<file path="src/rtl/h80cpu_uart_tx_pkg.sv">
// rtl/h80cpu_uart_tx_pkg.sv - H80 UART shared types/constants; H80_UART_TX_PARITY_EN adds the PARITY state
package h80_uart_pkg;

`ifdef H80_UART_TX_PARITY_EN
    typedef enum logic [2:0] {ST_IDLE, ST_START, ST_DATA, ST_PARITY, ST_STOP} tx_state_t;
    localparam int FRAME_BITS = 11;
`else
    typedef enum logic [1:0] {ST_IDLE, ST_START, ST_DATA, ST_STOP} tx_state_t;
    localparam int FRAME_BITS = 10;
`endif

    localparam int DATA_BITS = 8;
    localparam int TIMER_W   = 16;

    function automatic int level_width(input int depth);
        return $clog2(depth + 1);
    endfunction

endpackage

</file>
<file path="src/rtl/h80cpu_uart_tx_if.sv">
// rtl/h80cpu_uart_tx_if.sv - byte write handshake from the I/O decoder into the UART transmitter
interface h80cpu_uart_tx_if;
    logic       wr_valid;
    logic [7:0] wr_data;
    logic       wr_ready;

    modport master (output wr_valid, output wr_data, input wr_ready);
    modport slave  (input wr_valid, input wr_data, output wr_ready);
endinterface

</file>
<file path="src/rtl/h80cpu_uart_tx_fifo.sv">
// rtl/h80cpu_uart_tx_fifo.sv - synchronous power-of-two FIFO, shared by the UART transmit and receive paths
module h80_fifo_sync
    import h80_uart_pkg::*;
#(
    parameter int WIDTH = 8,
    parameter int DEPTH = 4
) (
    input  logic                          clk,
    input  logic                          reset,
    input  logic                          push,
    input  logic [WIDTH-1:0]              push_data,
    input  logic                          pop,
    output logic [WIDTH-1:0]              pop_data,
    output logic                          full,
    output logic                          empty,
    output logic [level_width(DEPTH)-1:0] level
);
    localparam int AW = $clog2(DEPTH);
    localparam int LW = level_width(DEPTH);

    logic [WIDTH-1:0] r_mem [DEPTH];
    logic [AW-1:0]    r_wr_ptr;
    logic [AW-1:0]    r_rd_ptr;
    logic [LW-1:0]    r_level;
    logic             w_push;
    logic             w_pop;

    // Overflowing pushes and underflowing pops are silently ignored.
    assign w_push   = push && !full;
    assign w_pop    = pop && !empty;
    assign full     = (r_level == LW'(DEPTH));
    assign empty    = (r_level == '0);
    assign level    = r_level;
    assign pop_data = r_mem[r_rd_ptr];

    always_ff @(posedge clk) begin
        if (w_push) begin
            r_mem[r_wr_ptr] <= push_data;
        end
    end

    always_ff @(posedge clk) begin
        if (reset) begin
            r_wr_ptr <= '0;
            r_rd_ptr <= '0;
            r_level  <= '0;
        end else begin
            if (w_push) begin
                r_wr_ptr <= r_wr_ptr + 1'b1;
            end
            if (w_pop) begin
                r_rd_ptr <= r_rd_ptr + 1'b1;
            end
            case ({w_push, w_pop})
                2'b10:   r_level <= r_level + 1'b1;
                2'b01:   r_level <= r_level - 1'b1;
                default: r_level <= r_level;
            endcase
        end
    end
endmodule

</file>
<file path="src/rtl/h80cpu_uart_tx.sv">
// rtl/h80cpu_uart_tx.sv - FIFO-fed UART transmitter, 8N1 by default; define H80_UART_TX_PARITY_EN for 8E1
module h80cpu_uart_tx
    import h80_uart_pkg::*;
#(
    parameter int CLKS_PER_BIT = 234,
    parameter int FIFO_DEPTH   = 4
) (
    input  logic                               clk,
    input  logic                               reset,
    h80cpu_uart_tx_if.slave                    wr,
    output logic [level_width(FIFO_DEPTH)-1:0] fifo_level,
    output logic                               busy,
    output logic                               uart_txp
);
    localparam logic [TIMER_W-1:0] BIT_LAST = TIMER_W'(CLKS_PER_BIT - 1);
    localparam logic [2:0]         IDX_LAST = 3'(DATA_BITS - 1);

    tx_state_t          r_state;
    tx_state_t          w_state_nxt;
    logic [TIMER_W-1:0] r_timer;
    logic [TIMER_W-1:0] w_timer_nxt;
    logic [2:0]         r_bit_idx;
    logic [2:0]         w_bit_idx_nxt;
    logic [7:0]         r_shift;
    logic               r_txp;
    logic               r_busy;
    logic               w_txp;
    logic               w_tick;
    logic               w_push;
    logic               w_pop;
    logic               w_full;
    logic               w_empty;
    logic [7:0]         w_head;

    assign w_push      = wr.wr_valid && !w_full;
    assign wr.wr_ready = !w_full;
    assign w_tick      = (r_timer == '0);
    assign uart_txp    = r_txp;
    assign busy        = r_busy;

    h80_fifo_sync #(.WIDTH(8), .DEPTH(FIFO_DEPTH)) u_fifo (
        .clk       (clk),
        .reset     (reset),
        .push      (w_push),
        .push_data (wr.wr_data),
        .pop       (w_pop),
        .pop_data  (w_head),
        .full      (w_full),
        .empty     (w_empty),
        .level     (fifo_level)
    );

    always_comb begin
        w_state_nxt   = r_state;
        w_timer_nxt   = r_timer;
        w_bit_idx_nxt = r_bit_idx;
        w_pop         = 1'b0;
        if (!w_tick) begin
            w_timer_nxt = r_timer - 1'b1;
        end
        case (r_state)
            ST_IDLE: begin
                w_timer_nxt = '0;
                if (!w_empty) begin
                    w_pop         = 1'b1;
                    w_state_nxt   = ST_START;
                    w_timer_nxt   = BIT_LAST;
                    w_bit_idx_nxt = '0;
                end
            end
            ST_START: begin
                if (w_tick) begin
                    w_state_nxt   = ST_DATA;
                    w_timer_nxt   = BIT_LAST;
                    w_bit_idx_nxt = '0;
                end
            end
            ST_DATA: begin
                if (w_tick) begin
                    w_timer_nxt = BIT_LAST;
                    if (r_bit_idx == IDX_LAST) begin
`ifdef H80_UART_TX_PARITY_EN
                        w_state_nxt = ST_PARITY;
`else
                        w_state_nxt = ST_STOP;
`endif
                    end else begin
                        w_bit_idx_nxt = r_bit_idx + 1'b1;
                    end
                end
            end
`ifdef H80_UART_TX_PARITY_EN
            ST_PARITY: begin
                if (w_tick) begin
                    w_state_nxt = ST_STOP;
                    w_timer_nxt = BIT_LAST;
                end
            end
`endif
            ST_STOP: begin
                // Chain straight into the next START so queued bytes leave with no idle gap.
                if (w_tick) begin
                    if (!w_empty) begin
                        w_pop         = 1'b1;
                        w_state_nxt   = ST_START;
                        w_timer_nxt   = BIT_LAST;
                        w_bit_idx_nxt = '0;
                    end else begin
                        w_state_nxt = ST_IDLE;
                        w_timer_nxt = '0;
                    end
                end
            end
            default: w_state_nxt = ST_IDLE;
        endcase
    end

    always_comb begin
        w_txp = 1'b1;
        case (r_state)
            ST_START:  w_txp = 1'b0;
            ST_DATA:   w_txp = r_shift[r_bit_idx];
`ifdef H80_UART_TX_PARITY_EN
            ST_PARITY: w_txp = ^r_shift;
`endif
            default:   w_txp = 1'b1;
        endcase
    end

    always_ff @(posedge clk) begin
        if (reset) begin
            r_state   <= ST_IDLE;
            r_timer   <= '0;
            r_bit_idx <= '0;
            r_shift   <= '0;
            r_txp     <= 1'b1;
            r_busy    <= 1'b0;
        end else begin
            r_state   <= w_state_nxt;
            r_timer   <= w_timer_nxt;
            r_bit_idx <= w_bit_idx_nxt;
            if (w_pop) begin
                r_shift <= w_head;
            end
            r_txp  <= w_txp;
            r_busy <= (r_state != ST_IDLE) || !w_empty;
        end
    end
endmodule

</file>
<file path="src/flat_wrapper.sv">
// flat-port wrapper written by rule: the top's interface ports become plain ports
module h80cpu_uart_tx_flat import h80_uart_pkg::*;
#(
    parameter int CLKS_PER_BIT = 234,
    parameter int FIFO_DEPTH   = 4
)
  (clk, reset, fifo_level, busy, uart_txp, wr_wr_valid, wr_wr_data, wr_wr_ready);
  h80cpu_uart_tx_if wr_i ();
  input  logic clk;
  input  logic reset;
  output logic [level_width(FIFO_DEPTH)-1:0] fifo_level;
  output logic busy;
  output logic uart_txp;
  input wire logic [$bits(wr_i.wr_valid)-1:0] wr_wr_valid;
  input wire logic [$bits(wr_i.wr_data)-1:0] wr_wr_data;
  output wire logic [$bits(wr_i.wr_ready)-1:0] wr_wr_ready;
  assign wr_i.wr_valid = wr_wr_valid;
  assign wr_i.wr_data = wr_wr_data;
  assign wr_wr_ready = wr_i.wr_ready;
  h80cpu_uart_tx #(.CLKS_PER_BIT(CLKS_PER_BIT), .FIFO_DEPTH(FIFO_DEPTH)) u_core (.clk(clk), .reset(reset), .wr(wr_i), .fifo_level(fifo_level), .busy(busy), .uart_txp(uart_txp));
endmodule
</file>
<file path="config.mk">
export PLATFORM = sky130hd
export DESIGN_NAME = h80cpu_uart_tx_flat
export DESIGN_NICKNAME = d
export VERILOG_FILES = /design/src/rtl/h80cpu_uart_tx_pkg.sv /design/src/rtl/h80cpu_uart_tx_if.sv /design/src/rtl/h80cpu_uart_tx_fifo.sv /design/src/rtl/h80cpu_uart_tx.sv /design/src/flat_wrapper.sv
export SDC_FILE = /design/constraint.sdc
export NUM_CORES = 1
export LEC_CHECK = 0
export ABC_AREA = 1
export BUFFER_PORTS_ARGS = -buffer_cell sky130_fd_sc_hd__buf_2
export CAP_MARGIN = 20
export CORE_MARGIN = 1
export CORE_UTILIZATION = 65
export DETAILED_ROUTE_END_ITERATION = 7
export PLACE_DENSITY = 0.84
export SETUP_SLACK_MARGIN = 0.4
export SLEW_MARGIN = 20
export SYNTH_ARGS = -nofsm -noshare
export SYNTH_HDL_FRONTEND = slang
export SYNTH_HIERARCHICAL = 1
export SYNTH_SLANG_ARGS = --single-unit
</file>
<file path="constraint.sdc">
create_clock -name clk -period 4.5 [get_ports clk]
set_clock_uncertainty 0.2 [all_clocks]
set_input_delay 0.675 -clock clk [delete_from_list [all_inputs] [get_ports clk]]
set_output_delay 0.675 -clock clk [all_outputs]
set_load 0.01 [all_outputs]
</file>
==> flow_summary.yaml, run 1 <==
outcome:
  status: "complete, no violations"
clock_tree:
  htree_num_levels: 3
  clkSinkCount: 72
  clk_latency_ps: 350
  cts_hold_buf: 0
  root_buffer: "clkbuf_8"
  post_cts_buffers: 0
  clkTransAtPathRegs_ps: 80
  ctsResizeCount: 0
  cts_buffers: 9
  cts_buffer_depth: 2
  cts_tree: "done"
worst_setup_path:
  crit-reg2reg-launch: "u_core/r_state[0]$_SDFFE_PP0P_"
  cp_data_required_time_ps: 4550
  crit_chain: "inv_1 > ha_1 > nor2_2 > a21boi_0 > nand2_1 > inv_1 > ha_1 > inv_1 > fa_1 > inv_1 > nand2_1 > nand3_1 > nand2_1 > nand2_1 > nor2_1"
  end_kind: "flip-flop"
  crit_path_max_fanout: 17
  worstSetupPathType: "flip-flop to flip-flop"
  crit_family: "adder cells"
  slowest_delay_ps: 500
  cp_slowest_cell: "nor2_2"
  cp.arrival_ps: 3440
  cp-startpoint: "u_core/r_state[0]$_SDFFE_PP0P_"
  critical_path_buf_inv_count: 4
  startpoint_type: "flip-flop"
hold_path:
  hold_class: "flip-flop to flip-flop"
  holdCritStartpoint: "u_core/r_shift[5]$_SDFFE_PP0P_"
synth:
  synth.top_cell.area_share_pct: 28.2
  synth_top_area_cell: "edfxtp_1"
  synth_seq_cells: 72
  syn_inst: 384
  ys_warn_count: 6
  ys_top_cells_by_area: "edfxtp_1, dfxtp_1, nor2_1"
  synth-main-ff-cell: "dfxtp_1"
  synth-edff-count: 32
  netlist_area_mm2: 0.00341
  ys_seq_area_share_pct: 51.7
  yosysUniqueCellTypes: 35
  syn_nets: 409
  postSynth.asyncResetShare_pct: 0
  synth.avg_cell_area_um2: 8.87
drt:
  via_count: 2571
  via_per_inst: 5.40
  drt-pass1-iter-count: 4
  wl_mm: 6.19
  postRouteAntennaNets: 0
  drtIter0Drc: 126
  drc: 0
  avgRoutedWirePerCell_um: 13.0
timing:
  grt_setup_unrepaired: "no"
  tns_ps: 0
  slew_violations: 0
  max_freq_mhz: 295
  min_period_ps: 3390
  fin_crit_sh_pct: 75.3
  slew_headroom_pct: 45.9
  hold_violations: 0
  worst_slew_pin_slew_ps: 809
  setup_viol: 0
finish:
  fin_nets: 429
  syn2layout_area_growth_pct: 8.23
  fin_area_mm2: 0.00369
  mostFrequentLayoutCells: "nor2_1, nand2_1, dfxtp_1, inv_1, edfxtp_1"
  layout_commonest_cell: "nor2_1"
  final_core_util_pct: 75.6
  drive_above_1_share_pct: 13.9
  multi_input_area_mm2: 0.00143
  num-fill-cells: 355
  diodes: 0
  regArea_mm2: 0.00176
floorplan:
  die_area_mm2: 0.00554
  ios: 17
  fp.dieH_um: 74.4
  rows: 25
  start_util_pct: 69.8
  core_area_mm2: 0.00488
  die_x_um: 74.4
grt:
  grt_usage_pct: 25.4
  grt_start_max_net_pins: 18
  antenna_found_initial: 0
  grt_first_pass_wirelength_mm: 10.4
  first_global_vias: 2441
  overflow: 0
placed_design:
  place_hpwl_mm: 4.33
  placed_area_mm2: 0.00350
  gp_congestion: 0.823
  port_buffers: 16
power_and_ir_drop:
  vdd_drop_max_uv: 424
  leakagePower_uw: 0.00155
  powerDensity_mw_per_mm2: 693
job:
  cap_viol_max_count: 0
## worst min-delay path, cell delays in order (launching register included)
cell     delay [ps]
dfxtp_1         340
a21oi_1          40
nor2_1           80
## stage by stage
step | power, uW | instances | setup slack [ps] | hold slack, ps
global route | 2770 | 476 | 856 | 327
floorplan | 1900 | 384 | 1630 | 246
detailed placement | 2080 | 460 | 1200 | 272
global placement | 2040 | 460 | 1380 | 265
CTS | 2560 | 476 | 1130 | 301
finish | 2560 | 476 | 1110 | 294
## logic make-up (layout without fill, tap and decap cells)
kind of cell / after synthesis / in the layout / synth area share, %
flip-flops: 72 / 72 / 51.7
buffers and inverters: 47 / 72 / 6.35
adder cells (fa/ha/maj): 14 / 14 / 5.36
AND/OR/NAND/NOR: 179 / 179 / 23.9
AO/OA/AOI/OAI: 64 / 64 / 10.6
XOR/XNOR: 8 / 8 / 2.06
## layer usage
layer / part of all wire [%] / up-vias / GRT usage, %
met5: 0 / - / 0
met4: 1.5 / 0 / 13.6
met3: 4.9 / 11 / 4.61
met2: 47 / 67 / 41.6
met1: 46 / 1176 / 31.9
li1: - / 1317 / -
## power by group
group | total, uW | internal, uW | switching, uW
clock | 475 | 208 | 267
sequential | 954 | 836 | 118
combinational | 1130 | 413 | 713
## flip-flops by register name (all words and copies together) (netlist names), named ones only
signal	count
u_core/r_bit_idx	3
u_core/r_timer	16
u_core/u_fifo/level	3
u_core/u_fifo/r_wr_ptr	2
u_core/r_shift	8
u_core/uart_txp	1
u_core/r_state	2
u_core/busy	1
u_core/u_fifo/r_mem	32
u_core/u_fifo/r_rd_ptr	2
## synth_stat cells, drive strengths merged, types with 2 or more instances
cell	instances
a21oi	27
and3	2
buf	6
dfxtp	40
edfxtp	32
ha	13
inv	40
nand2	61
nand3	16
nand3b	10
nor2	80
nor3	6
o21ai	25
o22ai	9
or2	2
xnor2	2
xor2	6
## path summary, 6_finish.rpt
| path | end | slack (ps) | depth (start not counted) |
|---|---|---|---|
| setup / recovery | u_core/u_fifo/level[2]$_SDFFE_PP0P_ | 1110 | 15 |
| setup reg to reg | u_core/u_fifo/level[2]$_SDFFE_PP0P_ | 1110 | 15 |
| hold reg to reg | u_core/r_shift[5]$_SDFFE_PP0P_ | 290 | 2 |
| hold / removal | u_core/r_shift[5]$_SDFFE_PP0P_ | 290 | 2 |
## layout make-up
cell class	count	area share, %
sequential	72	47.8
multi-input combinational	265	38.8
inverter	40	4.07
clock buffer	9	3.36
tap	67	2.27
timing repair buffer	16	2.17
clock inverter	7	1.59
Note: power is estimated with default switching activity, not from simulation.
==> run 2: changes to the inputs <==
CORE_UTILIZATION = 55   (was 65)
PLACE_DENSITY = 0.76   (was 0.84)
clock period = 2.8 ns   (was 4.5 ns; I/O delays follow)
==> run 2 against run 1 <==
Net effect:
- die area rose by 18%
- highest routed layer unchanged
- non-clock buffer count rose by 15
- routed wire length rose by 0.16%
- largest power group unchanged
- first-iteration DRC count fell by 4.8%
- critical path type unchanged
- final area rose by 6.4%
- setup slack got worse by 640 ps
- utilization fell by 9.7 points
==> flow_summary.yaml, run 2 (synthesis gave the netlist of run 1 again) <==
worst_setup_path:
  startpoint_type: "flip-flop"
  cp_data_required_time_ps: 2850
  cp.arrival_ps: 2380
  crit_path_max_fanout: 4
  rr_worst_depth: 17
  worstSetupPathType: "flip-flop to flip-flop"
  end_kind: "flip-flop"
finish:
  largest_reg_flops: 32
  mostFrequentLayoutCells: "nor2_1, nand2_1, edfxtp_1, inv_1, dfxtp_1"
  regArea_mm2: 0.00178
  fin_area_mm2: 0.00392
  syn2layout_area_growth_pct: 15.2
  multi_input_area_mm2: 0.00153
  drive_above_1_share_pct: 23.8
  fin_nets: 444
  reg.largest.list: "u_core/u_fifo/r_mem (32), u_core/r_timer (16), u_core/r_shift (8)"
  largest_register: "u_core/u_fifo/r_mem"
  num-fill-cells: 465
  layout_commonest_cell: "nor2_1"
  diodes: 0
timing:
  slew_headroom_pct: 68.7
  worst_slew_pin_slew_ps: 470
  max_freq_mhz: 429
  fin_crit_sh_pct: 83.3
  grt_setup_unrepaired: "yes"
  tns_ps: 0
  fin_ws_ps: 468
  hold_ws_ps: 78.0
  setup_viol: 0
  hold_violations: 0
  min_period_ps: 2330
  slew_violations: 0
hold_path:
  hold_depth: 1
  hold_class: "input port to flip-flop"
power_and_ir_drop:
  vdd_drop_max_uv: 574
  powerDensity_mw_per_mm2: 1120
  leakagePower_uw: 0.00164
grt:
  grt_start_max_net_pins: 18
  grt_usage_pct: 20.8
  antenna_found_initial: 0
  overflow: 0
  first_global_vias: 2368
  grt_first_pass_wirelength_mm: 10.1
job:
  cap_viol_max_count: 0
placed_design:
  port_buffers: 16
  gp_congestion: 0.790
  placed_area_mm2: 0.00360
  pre_cts_ws_ps: 279
  place_hpwl_mm: 4.20
floorplan:
  rows: 28
  die_x_um: 80.7
  fp.dieH_um: 80.7
  core_area_mm2: 0.00596
  die_area_mm2: 0.00651
  ios: 17
  start_util_pct: 57.2
clock_tree:
  clk_latency_ps: 350
  cts_buffer_depth: 2
  cts_tree: "done"
  cts_buffers: 9
  root_buffer: "clkbuf_8"
  clkTransAtPathRegs_ps: 80
  clkSinkCount: 72
  htree_num_levels: 3
outcome:
  status: "complete, no violations"
drt:
  drt-pass1-iter-count: 4
  drc: 0
  via_per_inst: 5.28
  drtIter0Drc: 120
  wl_mm: 6.20
  postRouteAntennaNets: 0
  avgRoutedWirePerCell_um: 12.4
  via_count: 2637
[run 2: worst paths after layout]
path                                         endpoint                      startpoint  slack (ps)
setup / recovery  u_core/u_fifo/level[2]$_SDFFE_PP0P_    u_core/r_timer[0]$_SDFF_PP0_         470
hold / removal    u_core/u_fifo/r_mem[2][5]$_DFFE_PP_                   wr_wr_data[5]          80
setup reg to reg  u_core/u_fifo/level[2]$_SDFFE_PP0P_    u_core/r_timer[0]$_SDFF_PP0_         470
hold reg to reg        u_core/r_shift[6]$_SDFFE_PP0P_  u_core/r_shift[6]$_SDFFE_PP0P_         290
[run 2: repair_timing]
item | 4_1_cts | 5_1_grt
setup buffers | 4 | 5
hold buffers | 0 | 0
resized for setup | 5 | 22
setup endpoints to repair | 2 | 2
pin swaps | 5 | 12
[run 2: final cells by class]
class / count / area share, %
Multi-Input combinational cell: 265 / 38.9
Timing Repair Buffer: 31 / 4.91
Clock inverter: 7 / 1.59
Inverter: 40 / 3.83
Clock buffer: 9 / 3.16
Tap cell: 75 / 2.39
Sequential cell: 72 / 45.2
[run 2: power by group]
group	leakage (uW)	switching (uW)	internal, uW
combinational	0.000923	1270	856
clock	0.0000927	429	340
sequential	0.000626	160	1350
total	0.00164	1860	2550
[run 2: worst max-delay path, cell delays in order, from the launching register on]
cell and delay [ps]:
dfxtp_2 330, inv_2 80, ha_4 150, nand2_4 70, nor2_4 120, nand3_2 110
a21boi_4 160, nand2_2 70, inv_2 70, ha_4 130, inv_2 50, fa_2 380
inv_2 60, nand2_1 60, nand3_2 70, nand2_2 50, nand2_1 50, nor2_1 40
[run 2: layer usage]
metal / up-vias / global-route usage, % / share of wire, %
met5: - / 0 / 0
li1: 1345 / - / -
met1: 1222 / 25.0 / 44
met3: 8 / 5.11 / 5.4
met4: 0 / 10.2 / 1.5
met2: 62 / 34.8 / 49
[run 2: per-stage QoR]
stage | instances | utilization, % | power, uW
floorplan | 384 | - | 3110
detailed placement | 474 | 60.4 | 3450
global route | 499 | 65.9 | 4780
finish | 499 | 65.9 | 4400
global placement | 474 | 60.4 | 3400
CTS | 494 | 64.3 | 4270
